--- src/rtl/motor_pwm_ramp_pkg.sv ---
// Shared types and LED encodings for the motor PWM ramp generator.
package motor_pkg;

    typedef enum logic [1:0] {
        SPEED_STOP    = 2'b00,
        SPEED_SLOW    = 2'b01,
        SPEED_FAST    = 2'b10,
        SPEED_FASTEST = 2'b11
    } speed_state_t;

    localparam logic [2:0] LED_STOP    = 3'b000;
    localparam logic [2:0] LED_SLOW    = 3'b001;
    localparam logic [2:0] LED_FAST    = 3'b011;
    localparam logic [2:0] LED_FASTEST = 3'b111;
    localparam logic [2:0] LED_FAULT   = 3'b100;

    function automatic logic [2:0] speed_leds_of(input speed_state_t s);
        case (s)
            SPEED_SLOW:    return LED_SLOW;
            SPEED_FAST:    return LED_FAST;
            SPEED_FASTEST: return LED_FASTEST;
            default:       return LED_STOP;
        endcase
    endfunction

endpackage

--- src/rtl/motor_pwm_ramp_debounce.sv ---
// Button conditioner: two-flop synchroniser followed by a stability counter.
module button_debounce #(
    parameter int DEBOUNCE_CYCLES = 100000
) (
    input  logic clk,
    input  logic reset,
    input  logic raw,
    output logic clean
);

    localparam int            CW       = $clog2(DEBOUNCE_CYCLES + 1);
    localparam logic [CW-1:0] CNT_LAST = CW'(DEBOUNCE_CYCLES - 1);

    logic          meta_q, sync_q;
    logic          clean_q, clean_d;
    logic [CW-1:0] cnt_q, cnt_d;

    // NOTE: sequential state uses non-blocking assignments so every flop samples pre-edge values.
    always_ff @(posedge clk or posedge reset) begin
        if (reset) begin
            meta_q  <= 1'b0;
            sync_q  <= 1'b0;
            clean_q <= 1'b0;
            cnt_q   <= '0;
        end else begin
            meta_q  <= raw;
            sync_q  <= meta_q;
            clean_q <= clean_d;
            cnt_q   <= cnt_d;
        end
    end

    // Counter only runs while the synchronised level disagrees with the accepted one,
    // so any bounce back to the accepted level clears it.
    // NOTE: every always_comb output gets a default first, otherwise a latch is inferred.
    always_comb begin
        cnt_d   = '0;
        clean_d = clean_q;
        if (sync_q != clean_q) begin
            if (cnt_q == CNT_LAST) begin
                clean_d = sync_q;
            end else begin
                cnt_d = cnt_q + 1'b1;
            end
        end
    end

    assign clean = clean_q;

endmodule

--- src/rtl/motor_pwm_ramp.sv ---
// Multi-channel motor PWM with debounced speed buttons and soft-start/stop ramping.
// Optional emergency stop with latched fault when MOTOR_PWM_ESTOP_EN is defined.
module motor_pwm_ramp
    import motor_pkg::*;
#(
    parameter int NUM_CH          = 2,
    parameter int PWM_WIDTH       = 8,
    parameter int PRESCALE        = 256,
    parameter int DEBOUNCE_CYCLES = 100000,
    parameter int DUTY_SLOW       = 64,
    parameter int DUTY_FAST       = 128,
    parameter int DUTY_FASTEST    = 192,
    parameter int RAMP_STEP       = 4
) (
    input  logic              clk,
    input  logic              reset,
    input  logic              button_a,
    input  logic              button_b,
    input  logic [NUM_CH-1:0] ch_enable,
`ifdef MOTOR_PWM_ESTOP_EN
    input  logic              estop,
`endif
    output logic [NUM_CH-1:0] motor_pwm,
    output logic [2:0]        speed_leds,
    output logic              at_speed
);

    if (DUTY_SLOW >= 2**PWM_WIDTH || DUTY_FAST >= 2**PWM_WIDTH || DUTY_FASTEST >= 2**PWM_WIDTH
        || NUM_CH < 1 || PRESCALE < 1 || RAMP_STEP < 1) begin : g_bad_params
        $error("motor_pwm_ramp: illegal parameter combination");
    end

    localparam int                   PW         = (PRESCALE > 1) ? $clog2(PRESCALE) : 1;
    localparam logic [PW-1:0]        PRESC_LAST = PW'(PRESCALE - 1);
    localparam logic [PWM_WIDTH-1:0] CNT_MAX    = '1;
    localparam logic [PWM_WIDTH-1:0] TGT_SLOW   = PWM_WIDTH'(DUTY_SLOW);
    localparam logic [PWM_WIDTH-1:0] TGT_FAST   = PWM_WIDTH'(DUTY_FAST);
    localparam logic [PWM_WIDTH-1:0] TGT_FSTST  = PWM_WIDTH'(DUTY_FASTEST);
    localparam int                   STEP_SAT   = (RAMP_STEP >= 2**PWM_WIDTH) ? 2**PWM_WIDTH - 1 : RAMP_STEP;
    localparam logic [PWM_WIDTH-1:0] STEP_V     = PWM_WIDTH'(STEP_SAT);

    logic                 clean_a, clean_b;
    speed_state_t         state_q, state_d;
    logic [2:0]           leds_q, leds_d;
    logic [PW-1:0]        presc_q, presc_d;
    logic [PWM_WIDTH-1:0] pwm_cnt_q, pwm_cnt_d;
    logic                 tick, period_end;
    logic [PWM_WIDTH-1:0] target;
    logic [NUM_CH-1:0]    duty_match;
    logic                 at_speed_q, at_speed_d;
    logic                 fault_q;
    logic                 kill;

    button_debounce #(.DEBOUNCE_CYCLES(DEBOUNCE_CYCLES)) u_deb_a (
        .clk(clk), .reset(reset), .raw(button_a), .clean(clean_a)
    );
    button_debounce #(.DEBOUNCE_CYCLES(DEBOUNCE_CYCLES)) u_deb_b (
        .clk(clk), .reset(reset), .raw(button_b), .clean(clean_b)
    );

`ifdef MOTOR_PWM_ESTOP_EN
    logic fault_d;
    assign kill    = estop;
    // Fault holds until estop is gone and the operator has let go of both buttons.
    assign fault_d = estop | (fault_q & (clean_a | clean_b));
    always_ff @(posedge clk or posedge reset) begin
        if (reset) fault_q <= 1'b0;
        else       fault_q <= fault_d;
    end
`else
    assign kill    = 1'b0;
    assign fault_q = 1'b0;
`endif

    always_ff @(posedge clk or posedge reset) begin
        if (reset) begin
            state_q    <= SPEED_STOP;
            leds_q     <= LED_STOP;
            presc_q    <= '0;
            pwm_cnt_q  <= '0;
            at_speed_q <= 1'b1;
        end else begin
            state_q    <= state_d;
            leds_q     <= leds_d;
            presc_q    <= presc_d;
            pwm_cnt_q  <= pwm_cnt_d;
            at_speed_q <= at_speed_d;
        end
    end

    always_comb begin
        state_d    = speed_state_t'({clean_b, clean_a});
        leds_d     = fault_q ? LED_FAULT : speed_leds_of(state_q);
        at_speed_d = &(duty_match | ~ch_enable);
        target     = '0;
        if (!fault_q) begin
            case (state_q)
                SPEED_SLOW:    target = TGT_SLOW;
                SPEED_FAST:    target = TGT_FAST;
                SPEED_FASTEST: target = TGT_FSTST;
                default:       target = '0;
            endcase
        end
    end

    assign tick       = (presc_q == PRESC_LAST);
    assign period_end = tick && (pwm_cnt_q == CNT_MAX);

    always_comb begin
        presc_d   = tick ? '0 : presc_q + 1'b1;
        pwm_cnt_d = tick ? pwm_cnt_q + 1'b1 : pwm_cnt_q;
    end

    for (genvar i = 0; i < NUM_CH; i++) begin : g_ch
        logic [PWM_WIDTH-1:0] duty_q, duty_d;
        logic                 pwm_q;

        // Duty only moves on the wrap so a period is never cut short or stretched.
        always_comb begin
            duty_d = duty_q;
            if (!ch_enable[i] || kill) begin
                duty_d = '0;
            end else if (period_end) begin
                if (duty_q < target) begin
                    duty_d = (target - duty_q > STEP_V) ? duty_q + STEP_V : target;
                end else if (duty_q > target) begin
                    duty_d = (duty_q - target > STEP_V) ? duty_q - STEP_V : target;
                end
            end
        end

        always_ff @(posedge clk or posedge reset) begin
            if (reset) begin
                duty_q <= '0;
                pwm_q  <= 1'b0;
            end else begin
                duty_q <= duty_d;
                pwm_q  <= ch_enable[i] && !kill && (pwm_cnt_q < duty_q);
            end
        end

        assign motor_pwm[i]  = pwm_q;
        assign duty_match[i] = (duty_q == target);
    end

    assign speed_leds = leds_q;
    assign at_speed   = at_speed_q;

endmodule

--- config.mk ---
export PLATFORM = sky130hd
export DESIGN_NAME = motor_pwm_ramp
export DESIGN_NICKNAME = d
export VERILOG_FILES = /design/src/rtl/motor_pwm_ramp_pkg.sv /design/src/rtl/motor_pwm_ramp_debounce.sv /design/src/rtl/motor_pwm_ramp.sv
export SDC_FILE = /design/constraint.sdc
export NUM_CORES = 1
export LEC_CHECK = 0
export CORE_MARGIN = 4
export CORE_UTILIZATION = 36
export DETAILED_ROUTE_END_ITERATION = 16
export GPL_ROUTABILITY_DRIVEN = 0
export GPL_TIMING_DRIVEN = 0
export HOLD_SLACK_MARGIN = 0.05
export MAX_ROUTING_LAYER = met4
export PLACE_DENSITY = 0.62
export SLEW_MARGIN = 20
export SYNTH_ARGS = -nofsm -noshare
export SYNTH_HDL_FRONTEND = slang
export SYNTH_SLANG_ARGS = --single-unit
--- constraint.sdc ---
create_clock -name clk -period 2.95 [get_ports clk]
set_clock_uncertainty 0.2 [all_clocks]
set_input_delay 0.59 -clock clk [delete_from_list [all_inputs] [get_ports clk]]
set_output_delay 0.59 -clock clk [all_outputs]
set_load 0.1 [all_outputs]
# Word level (Yosys, flattened, before mapping)
# Index checks and enable logic that the tools add are counted.
[totals]
reg_bits = 80
latch_bits = 0
ram_bits = 0
rom_bits = 0
input_bits = 6
output_inout_bits = 6
wordCells = 83
n_memories = 0
[op_classes]
addsub = 12
multipliers = 0
n_div = 0
magnitude_cmp = 10
eq_ne = 15
shift = 0
mux = 19
bitwise_logic = 2
reduce_logical = 8
[ops]
columns = ["operator", "n"]
rows = [
  ["8-bit 2-to-1 mux", 13],
  ["17-bit 2-to-1 mux", 4],
  ["17-bit by 1-bit adder with 17-bit output (second input constant)", 2],
  ["17-bit == test (second input constant)", 2],
  ["8-bit by 3-bit > comparator with 1-bit output (second input constant)", 4],
  ["8-bit less-than comparator", 4],
  ["8-bit subtractor", 4],
  ["8-bit one-hot mux with 3 select lines", 1],
  ["8-bit by 1-bit adder with 8-bit output (second input constant)", 2],
  ["8-bit by 3-bit adder with 8-bit output (second input constant)", 2],
  ["8-bit == test", 2],
  ["8-bit == test (second input constant)", 2],
  ["8-bit > comparator", 2],
  ["8-bit by 3-bit subtractor with 8-bit output (second input constant)", 2],
  ["2-bit AND reduction", 5],
  ["3-bit one-hot mux with 3 select lines", 1],
  ["3-bit by 1-bit inequality test with 1-bit output (second input constant)", 2],
  ["2-bit == test (second input constant)", 2],
  ["2-bit by 1-bit inequality test with 1-bit output (second input constant)", 2],
  ["1-bit logical AND", 3],
  ["2-bit by 1-bit == test with 1-bit output (second input constant)", 1],
  ["1-bit inequality test", 2],
  ["2-bit inverter", 1],
  ["2-bit OR", 1],
]

# Longest topological paths before layout
# Gate-level depths: netlist of the first run.
[logic_depth]
word_depth = 9
ltp_mapped = 9
depth_no_buf = 8

# By module
# From an unflattened synthesis of the first run, not the netlist that was laid out.
[hier_totals]
cells_unflattened = 457
area_unflattened_um2 = 4506.8
[modules_own_cells]
columns = ["mod", "n_inst", "cells_per_inst", "area_per_inst_um2", "seq_area_each_um2"]
rows = [
  ["motor_pwm_ramp", 1, 279, 2630.0, 902.1],
  ["button_debounce", 2, 89, 938.4, 500.5],
]

# Worst setup path before layout of the first run
# Ideal clock, no wire load.
[synth_timing]
path_type = "reg2reg"
from = "register state_q[0]"
to = "register g_ch[1].duty_q[6]"
setup_time_ps = 129
t_arrival_ps = 2179
t_required_ps = 2621
slack_ps = 442
path_stages_with_launch = 9
path_buffers = 1
synth_period_minus_slack_ps = 2508
cell_sequence = "dfrtp_1 clkbuf_1 ha_1 nor3b_1 a31oi_1 xnor2_1 or4_1 a31oi_1 a21oi_1"
[synth_between]
elab_chain_cells = 9
word_cells_on_any_way = 18
classes_between = "add/sub: 2; order compare: 4; eq/ne: 4; mux: 7; reduce/logical: 1"
[synth_lines]
columns = ["element", "line_no", "rtl"]
rows = [
  ["start: declaration", "motor_pwm_ramp.sv:43", "speed_state_t state_q, state_d;"],
  ["start signal: assignment", "motor_pwm_ramp.sv:83", "state_q <= state_d;"],
  ["2-bit == test / 2-bit by 1-bit == test with 1-bit output (equally long branches)", "motor_pwm_ramp.sv:97", "case (state_q)"],
  ["8-bit one-hot mux with 3 select lines (*)", "motor_pwm_ramp.sv:97", ""],
  ["8-bit subtractor", "motor_pwm_ramp.sv:127", "duty_d = (duty_q - target > STEP_V) ? duty_q - STEP_V : target;"],
  ["8-bit by 3-bit > comparator with 1-bit output", "motor_pwm_ramp.sv:127", ""],
  ["8-bit 2-to-1 mux", "motor_pwm_ramp.sv:127", ""],
  ["8-bit 2-to-1 mux", "motor_pwm_ramp.sv:126", "end else if (duty_q > target) begin"],
  ["8-bit 2-to-1 mux", "motor_pwm_ramp.sv:124", "if (duty_q < target) begin"],
  ["8-bit 2-to-1 mux", "motor_pwm_ramp.sv:123", "end else if (period_end) begin"],
  ["8-bit 2-to-1 mux", "motor_pwm_ramp.sv:121", "if (!ch_enable[i] || kill) begin"],
  ["end signal: assignment", "motor_pwm_ramp.sv:137", "duty_q <= duty_d;"],
  ["end: declaration", "motor_pwm_ramp.sv:115", "logic [PWM_WIDTH-1:0] duty_q, duty_d;"],
]
# Mark *: on every way between the ends. The rest lies on a longest branch, timed or not. The select of a mux whose other input is x is not followed.
# A chain may end at the register's enable or synchronous reset.

# Final worst setup path of the first run
[layout_timing]
from = "register at_speed_q (netlist: at_speed)"
to = "output port at_speed"
[layout_lines]
columns = ["element", "line_no", "rtl"]
rows = [
  ["start: declaration", "motor_pwm_ramp.sv:50", "logic at_speed_q, at_speed_d;"],
  ["start signal: assignment", "motor_pwm_ramp.sv:87", "at_speed_q <= at_speed_d;"],
  ["end: declaration", "motor_pwm_ramp.sv:25", "output logic at_speed"],
]
# No word-level cell between the ends.

==> impl_summary.log, run 1 <==
[metrics] count of routing violations after the opening detailed-route iteration: 174
[metrics] leakage power: 0.00223 µW
[metrics] row count: 40
[metrics] cell at the slowest stage of the critical path: sky130_fd_sc_hd__clkdlybuf4s50_1
[metrics] status: finished, final reports clean
[metrics] effective utilization at floorplan: 37.1%
[metrics] # setup viols final: 0
[metrics] Critical Path Source Type: register
[metrics] IR drop worst, VDD: 0.229 mV
[metrics] worst r2r src: g_ch[1].duty_q[2]
[metrics] cell types occupying the most area after synthesis: sky130_fd_sc_hd__dfrtp_1 (42%), sky130_fd_sc_hd__ha_1 (9.0%), sky130_fd_sc_hd__xor2_1 (5.5%)
[metrics] vias post-DR: 3303
[metrics] floorplan core area: 12100 µm²
[metrics] root buffer selected by CTS: sky130_fd_sc_hd__clkbuf_16
[metrics] fraction of layout instances using a drive strength above 1: 7.55%
[metrics] Max clock buf depth: 2
[metrics] Final #Nets: 525
[metrics] FF+latch count, synth: 76
[metrics] number of antenna violations at the first check in global routing: 0
[metrics] clock sink count: 76
[metrics] multiplexer share of the synthesized area: 1.62%
[metrics] first element of the critical path: at_speed
[metrics] H-tree levels: 3
[metrics] cell area after placement: 4820 µm²
[metrics] post-route worst setup slack: 0.204 ns
[metrics] number of different library cells in the post-synthesis netlist: 57
[metrics] total nets after synthesis: 502
[metrics] first-pass GRT wire length: 15600 µm
[metrics] synthesized instance count: 462
[metrics] Synth Flop Type: sky130_fd_sc_hd__dfrtp_1
[metrics] CTS clk-pin slew, worst paths: 0.06 ns
[metrics] highest fanout seen on the critical path: 1
[metrics] Clock Latency Late Sink: 0.33 ns
[metrics] Die Footprint: 14300 µm²
[metrics] final non-filler cell area: 5110 µm²
[metrics] most numerous cell types in the synthesized netlist: sky130_fd_sc_hd__dfrtp_1 (75), sky130_fd_sc_hd__nor2_1 (60), sky130_fd_sc_hd__nand2_1 (33)
[metrics] number of synthesized flops with an enable pin: 0
[metrics] kind of end point of the critical path: output port
[metrics] pin count of the biggest net entering global routing: 57
[metrics] type of the most critical hold path: reg -> reg
[metrics] data required time at the worst endpoint: 2.16 ns
[metrics] number of fill cells in the layout: 1184
[metrics] Place WS: 0.0647 ns
[metrics] count of port buffers added during placement: 11
[metrics] fraction of the mapped netlist area in compound gates: 9.88%
[metrics] area overhead of the layout relative to synthesis: 14.3%
[metrics] number of diodes: 0
[metrics] leading area contributor after synthesis: sky130_fd_sc_hd__dfrtp_1
[metrics] drt pass-1 iters: 4
[metrics] synth warn: 0
[metrics] arrival time reported for the critical path endpoint: 1.96 ns
[metrics] post-synthesis instance area: 4470 µm²
[metrics] via count of the first global-routing pass: 3324
[metrics] clock tree from TritonCTS: yes
[metrics] Post-DRT Antenna Nets: 0
[metrics] Top Ports: 12
[metrics] number of hold violations in the final report: 0
[metrics] mean number of vias per cell: 5.02
[metrics] total global routing overflow: 0
[metrics] min cycle time layout: 2.75 ns
[metrics] DR WL/cell: 13.4 µm
[metrics] chip width: 119 µm
[metrics] transition time at the pin with the least slew margin: 0.967 ns
[metrics] simple-gate area share of the yosys netlist: 21.6%
[metrics] clock buffer count from CTS: 9
[metrics] half-perimeter wire length after placement: 6210 µm
[metrics] category of the most critical setup path: reg -> out
[metrics] number of max-cap violations: 0
[metrics] wire length after detailed routing: 8810 µm
[metrics] hold path start: u_deb_b.meta_q
[metrics] post-synthesis share of cell area spent on xor and xnor gates: 10.8%
[metrics] Highest Clock Rate: 0.364 GHz
[metrics] library cell with the highest instance count after synthesis: sky130_fd_sc_hd__dfrtp_1
[metrics] Buf/Inv on CP: 1
[metrics] adder and majority gate portion of the synthesized area: 9.85%
[metrics] Slowest Stage Delay on Critical Path: 1.12 ns
[metrics] post-synth top area share: 42.0%
[metrics] total DRC errors in the routed layout: 0
[metrics] overall die height: 119 µm
[metrics] final worst-path cycle share: 93.1%
[metrics] critical path, cell by cell: clkdlybuf4s50_1
[metrics] hold slack: 0.148 ns
[metrics] PD cells: 442 nW/µm²
[metrics] final-report max-slew violation count: 0
[metrics] sequential fraction of the synthesis area: 42.6%
[metrics] critical path's top delay family: buffers and inverters
[metrics] fraction of synthesis flops using an asynchronous set or reset pin: 100%
[metrics] overall track demand over capacity in global routing: 13.7%
[metrics] final sum of negative setup slack: 0 ns
[metrics] syn_area_per_cell: 9.68 µm²
[metrics] fin util: 42.4%
[metrics] relative slew slack: 35.3%
[metrics] unrepaired setup endpoints after global routing: no
[metrics] main combinational cell family by area after synthesis: simple AND/OR/NAND/NOR gates
[metrics] number of setup buffers added after CTS: 0
[layer usage]
| metal | GRT usage [%] | vias up | part of all wire, % |
|---|---|---|---|
| li1 | - | 1660 | - |
| met1 | 17.9 | 1598 | 49 |
| met2 | 21.8 | 41 | 47 |
| met3 | 2.90 | 4 | 2.6 |
| met4 | 3.94 | 0 | 0.65 |
| met5 | - | - | 0 |
[final cells by class]
| type | instances | area [µm²] | area share, % |
|---|---|---|---|
| plain buffers | 15 | 82.6 | 1.62 |
| clock buffers | 11 | 233 | 4.55 |
| clock inverters | 5 | 37.5 | 0.734 |
| inverters | 22 | 85.1 | 1.66 |
| multi-input cells | 349 | 2420 | 47.4 |
| flip-flops and latches | 76 | 1900 | 37.2 |
| well taps | 168 | 210 | 4.11 |
| repair buffers | 12 | 138 | 2.69 |
[kinds of logic after synthesis]
group / Yosys count
xor gates and xnor gates: 55
adders and majority gates: 34
AOI/OAI and AO/OA: 66
buffers and inverters: 37
DFF: 76
muxes: 7
and+or+nand+nor: 187
[layout by cell type (no fill, tap or decap), types with 3 or more instances in the layout]
cell type and count:
sky130_fd_sc_hd__clkbuf_16 9, sky130_fd_sc_hd__nor3_1 12, sky130_fd_sc_hd__nand3_1 27, sky130_fd_sc_hd__nor2_1 60, sky130_fd_sc_hd__nor4b_1 4, sky130_fd_sc_hd__xnor2_1 27, sky130_fd_sc_hd__a31oi_1 6, sky130_fd_sc_hd__clkbuf_1 10
sky130_fd_sc_hd__dfrtp_1 75, sky130_fd_sc_hd__inv_1 21, sky130_fd_sc_hd__mux2i_1 5, sky130_fd_sc_hd__nand4_1 10, sky130_fd_sc_hd__nand2b_1 3, sky130_fd_sc_hd__ha_1 32, sky130_fd_sc_hd__and4_1 7, sky130_fd_sc_hd__and2_1 5
sky130_fd_sc_hd__a21oi_1 12, sky130_fd_sc_hd__nand2_1 33, sky130_fd_sc_hd__xor2_1 28, sky130_fd_sc_hd__clkdlybuf4s50_1 11, sky130_fd_sc_hd__and3_1 9, sky130_fd_sc_hd__o21a_1 6, sky130_fd_sc_hd__o21ai_0 15, sky130_fd_sc_hd__o31ai_1 6
[where the power goes]
| group | total, µW | internal [µW] | switching, µW |
|---|---|---|---|
| Clock | 1000 | 573 | 432 |
| Combinational | 186 | 62.7 | 123 |
| Sequential | 1070 | 1060 | 9.80 |
| Total | 2260 | 1700 | 565 |
[what timing repair did]
| action | 4_1_cts | 5_1_grt |
|---|---|---|
| hold buffers | 0 | 0 |
| hold endpoints to repair | 0 | 0 |
| resized for setup | 0 | 3 |
| setup endpoints to repair | 0 | 9 |
[final timing paths]
kind,to,slack [ns],cells past startpoint
setup / recovery,at_speed,0.20,1
setup reg to reg,g_ch[1].duty_q[4],0.24,7
min in group asynchronous,u_deb_b.cnt_q[10],0.36,2
hold reg to reg,u_deb_b.sync_q,0.15,0
hold / removal,u_deb_b.sync_q,0.15,0
max in group asynchronous,at_speed,1.57,3
[flip-flops by register name, summed over array words and instances, names as in the netlist]
register        cells
at_speed            1
g_ch.duty_q        12
g_ch.pwm_q          2
presc_q             8
pwm_cnt_q           8
speed_leds          3
state_q             2
u_deb_a.clean       1
u_deb_a.cnt_q      17
u_deb_a.meta_q      1
u_deb_a.sync_q      1
u_deb_b.clean       1
u_deb_b.cnt_q      17
u_deb_b.meta_q      1
u_deb_b.sync_q      1
[stage by stage]
stage / power, µW / instances
after global routing: 2370 / 658
after floorplan: 1220 / 462
after detailed placement: 1270 / 642
final: 2260 / 658
after global placement: 1260 / 641
after CTS: 2300 / 658
No activity file was read; power rests on OpenSTA's default activity.
==> inputs of run 2 (changes only) <==
Settings changed: SLEW_MARGIN 20 to not set.
==> impl_summary.log, run 2 (same netlist as run 1, synthesis figures left out) <==
[metrics] count of port buffers added during placement: 11
[metrics] leading cell type in the layout, fill and taps excluded: sky130_fd_sc_hd__dfrtp_1
[metrics] unrepaired setup endpoints after global routing: no
[metrics] status: finished, final reports clean
[metrics] number of max-cap violations: 0
[metrics] # setup viols final: 0
[metrics] Clock Latency Late Sink: 0.34 ns
[metrics] via count of the first global-routing pass: 3314
[metrics] data required time at the worst endpoint: 2.97 ns
[metrics] overall track demand over capacity in global routing: 13.8%
[metrics] WHS Endpoint: u_deb_a.sync_q
[metrics] final worst-path cycle share: 94.0%
[metrics] arrival time reported for the critical path endpoint: 2.79 ns
[metrics] post-cts hold buffer count: 0
[metrics] net switching share of the total power: 25.0%
[metrics] fraction of layout instances using a drive strength above 1: 7.55%
[metrics] metal1 wirelength: 4400 µm
[metrics] P_sw: 574 µW
[metrics] number of placed cells counting well taps: 642
[metrics] critical path, cell by cell: inv_1 > ha_1 > nor4b_1 > a31oi_1 > nor4b_4 > nor4b_1 > a211o_1
[metrics] part of the power in the clock network: 45.3%
[metrics] Slowest Stage Delay on Critical Path: 0.52 ns
[metrics] category of the most critical setup path: reg -> reg
[metrics] chip width: 119 µm
[metrics] register-to-register setup slack: 0.18 ns
[metrics] final std cells w/o fill: 658
[metrics] combinational fraction of design power: 8.2%
[metrics] top library cells by usage in the layout, fill and taps aside: sky130_fd_sc_hd__dfrtp_1 (75), sky130_fd_sc_hd__nor2_1 (60), sky130_fd_sc_hd__nand2_1 (33)
[metrics] Highest Clock Rate: 0.361 GHz
[metrics] met2 routed WL: 3940 µm
[metrics] pin count of the biggest net entering global routing: 68
[metrics] CTS clk-pin slew, worst paths: 0.06 ns
[metrics] Max clock buf depth: 2
[metrics] half-perimeter wire length after placement: 6160 µm
[metrics] DR WL/cell: 13.3 µm
[metrics] Die Footprint: 14300 µm²
[metrics] leakage power: 0.00223 µW
[metrics] row count: 40
[metrics] relative slew slack: 35.3%
[metrics] number of hold violations in the final report: 0
[metrics] Final #Nets: 525
[metrics] final non-filler cell area: 5120 µm²
[metrics] highest fanout seen on the critical path: 9
[metrics] wire length after detailed routing: 8730 µm
[metrics] hold path start: u_deb_a.meta_q
[metrics] count of routing violations after the opening detailed-route iteration: 174
[metrics] Routed met3 length: 249 µm
[metrics] floorplan core area: 12100 µm²
[metrics] overall die height: 119 µm
[metrics] vias post-DR: 3296
[metrics] Critical Path Source Type: register
[metrics] cell area after placement: 4820 µm²
[metrics] PD cells: 448 nW/µm²
[metrics] CP most frequent cell: sky130_fd_sc_hd__nor4b_1
[metrics] clock tree from TritonCTS: yes
[metrics] final-report max-slew violation count: 0
[metrics] transition time at the pin with the least slew margin: 0.967 ns
[metrics] Post-DRT Antenna Nets: 0
[metrics] kind of end point of the critical path: register
[metrics] number of antenna violations at the first check in global routing: 0
[metrics] Top Ports: 12
[metrics] sequential cell fraction of total power: 46.6%
[metrics] endpoint of the lowest-slack register-to-register path: g_ch[1].duty_q[4]
[metrics] total global routing overflow: 0
[metrics] Hold Crit Depth: 0
[metrics] worst r2r path cells: 7
[metrics] uppermost layer routed: met4
[metrics] root buffer selected by CTS: sky130_fd_sc_hd__clkbuf_16
[metrics] cell at the slowest stage of the critical path: sky130_fd_sc_hd__dfrtp_1
[metrics] number of diodes: 0
[metrics] H-tree levels: 3
[metrics] Regs by FF count: u_deb_a.cnt_q (17), u_deb_b.cnt_q (17), g_ch.duty_q (12)
[metrics] clock sink count: 76
[metrics] worst r2r src: g_ch[1].duty_q[2]
[metrics] drt pass-1 iters: 4
[metrics] clock buffer count from CTS: 9
[metrics] Power Internal: 1720 µW
[metrics] number of setup buffers added after CTS: 0
[metrics] mean number of vias per cell: 5.01
[metrics] type of the most critical hold path: reg -> reg
[metrics] min cycle time layout: 2.77 ns
[metrics] IR drop worst, VDD: 0.255 mV
[metrics] total DRC errors in the routed layout: 0
[metrics] first-pass GRT wire length: 15800 µm
[metrics] area overhead of the layout relative to synthesis: 14.5%
[metrics] effective utilization at floorplan: 37.1%
## run 2: cell types whose count changed in the layout (fill, tap and decap cells not counted), sizes merged
cell      before  now
clkbuf        20   21
clkinvlp       2    1
## run 2: timing repair
action	4_1_cts	5_1_grt
resized for setup	0	3
hold endpoints to repair	0	0
endpoints found under the setup margin	0	10
## run 2: layer usage
layer | vias to the layer above | global-route usage [%]
met4 | 0 | 4.80
met5 | - | -
met2 | 43 | 21.3
li1 | 1659 | -
met3 | 11 | 2.90
met1 | 1583 | 18.0
## run 2: power by group through the flow
stage	clock network, µW	registers, µW	logic, µW
floorplan	0	1100	125
global placement	0	1090	176
detailed placement	0	1090	186
CTS	1080	1070	186
global route	1130	1070	208
finish	1040	1070	187
## run 2: how the worst max path moves through the flow
stage | start | end | slack [ns] | cells past startpoint
floorplan | reset | g_ch[0].duty_q[2] | 0.22 | 1
global route | g_ch[0].duty_q[6] | g_ch[0].duty_q[4] | 0.005 | 9
global placement | reset | g_ch[0].duty_q[2] | -1.08 | 2
CTS | g_ch[0].duty_q[6] | g_ch[0].duty_q[4] | 0.05 | 9
detailed placement | g_ch[0].duty_q[6] | g_ch[0].duty_q[4] | 0.07 | 9
finish | g_ch[1].duty_q[2] | g_ch[1].duty_q[4] | 0.18 | 7
## run 2: critical path: cells and delay by family (launching register included)
kind | cells | cell delay [ns]
AO/OA/AOI/OAI | 2 | 0.46
adder cells (fa/ha/maj) | 1 | 0.30
buffers and inverters | 1 | 0.18
flip-flops | 1 | 0.52
AND/OR/NAND/NOR | 3 | 0.99
## run 2: layout make-up
class / instances / area [µm²]
plain buffers: 15 / 82.6
clock buffers: 12 / 246
clock inverters: 4 / 33.8
fillers: 1196 / 6940
inverters: 22 / 85.1
multi-input cells: 349 / 2420
flip-flops and latches: 76 / 1900
well taps: 168 / 210
repair buffers: 12 / 138
## run 2: metrics by stage
step | hold slack, ns | worst slack, ns | setup TNS, ns | utilization (%) | power, µW
2_1_floorplan | 0.131 | 0.223 | 0 | - | 1220
3_3_place_gp | 0.134 | -1.08 | -80.97 | 39.7 | 1260
3_5_place_dp | 0.136 | 0.0670 | 0 | 40.0 | 1270
4_1_cts | 0.150 | 0.0465 | 0 | 42.3 | 2330
5_1_grt | 0.161 | 0.00477 | 0 | 42.5 | 2410
6_report | 0.149 | 0.177 | 0 | 42.5 | 2300
==> inputs of run 3 (changes only) <==
Settings changed: CTS_CLUSTER_DIAMETER set to 80.
==> results of run 3 <==
The final DEF is identical to that of run 2; final timing and power are the same.
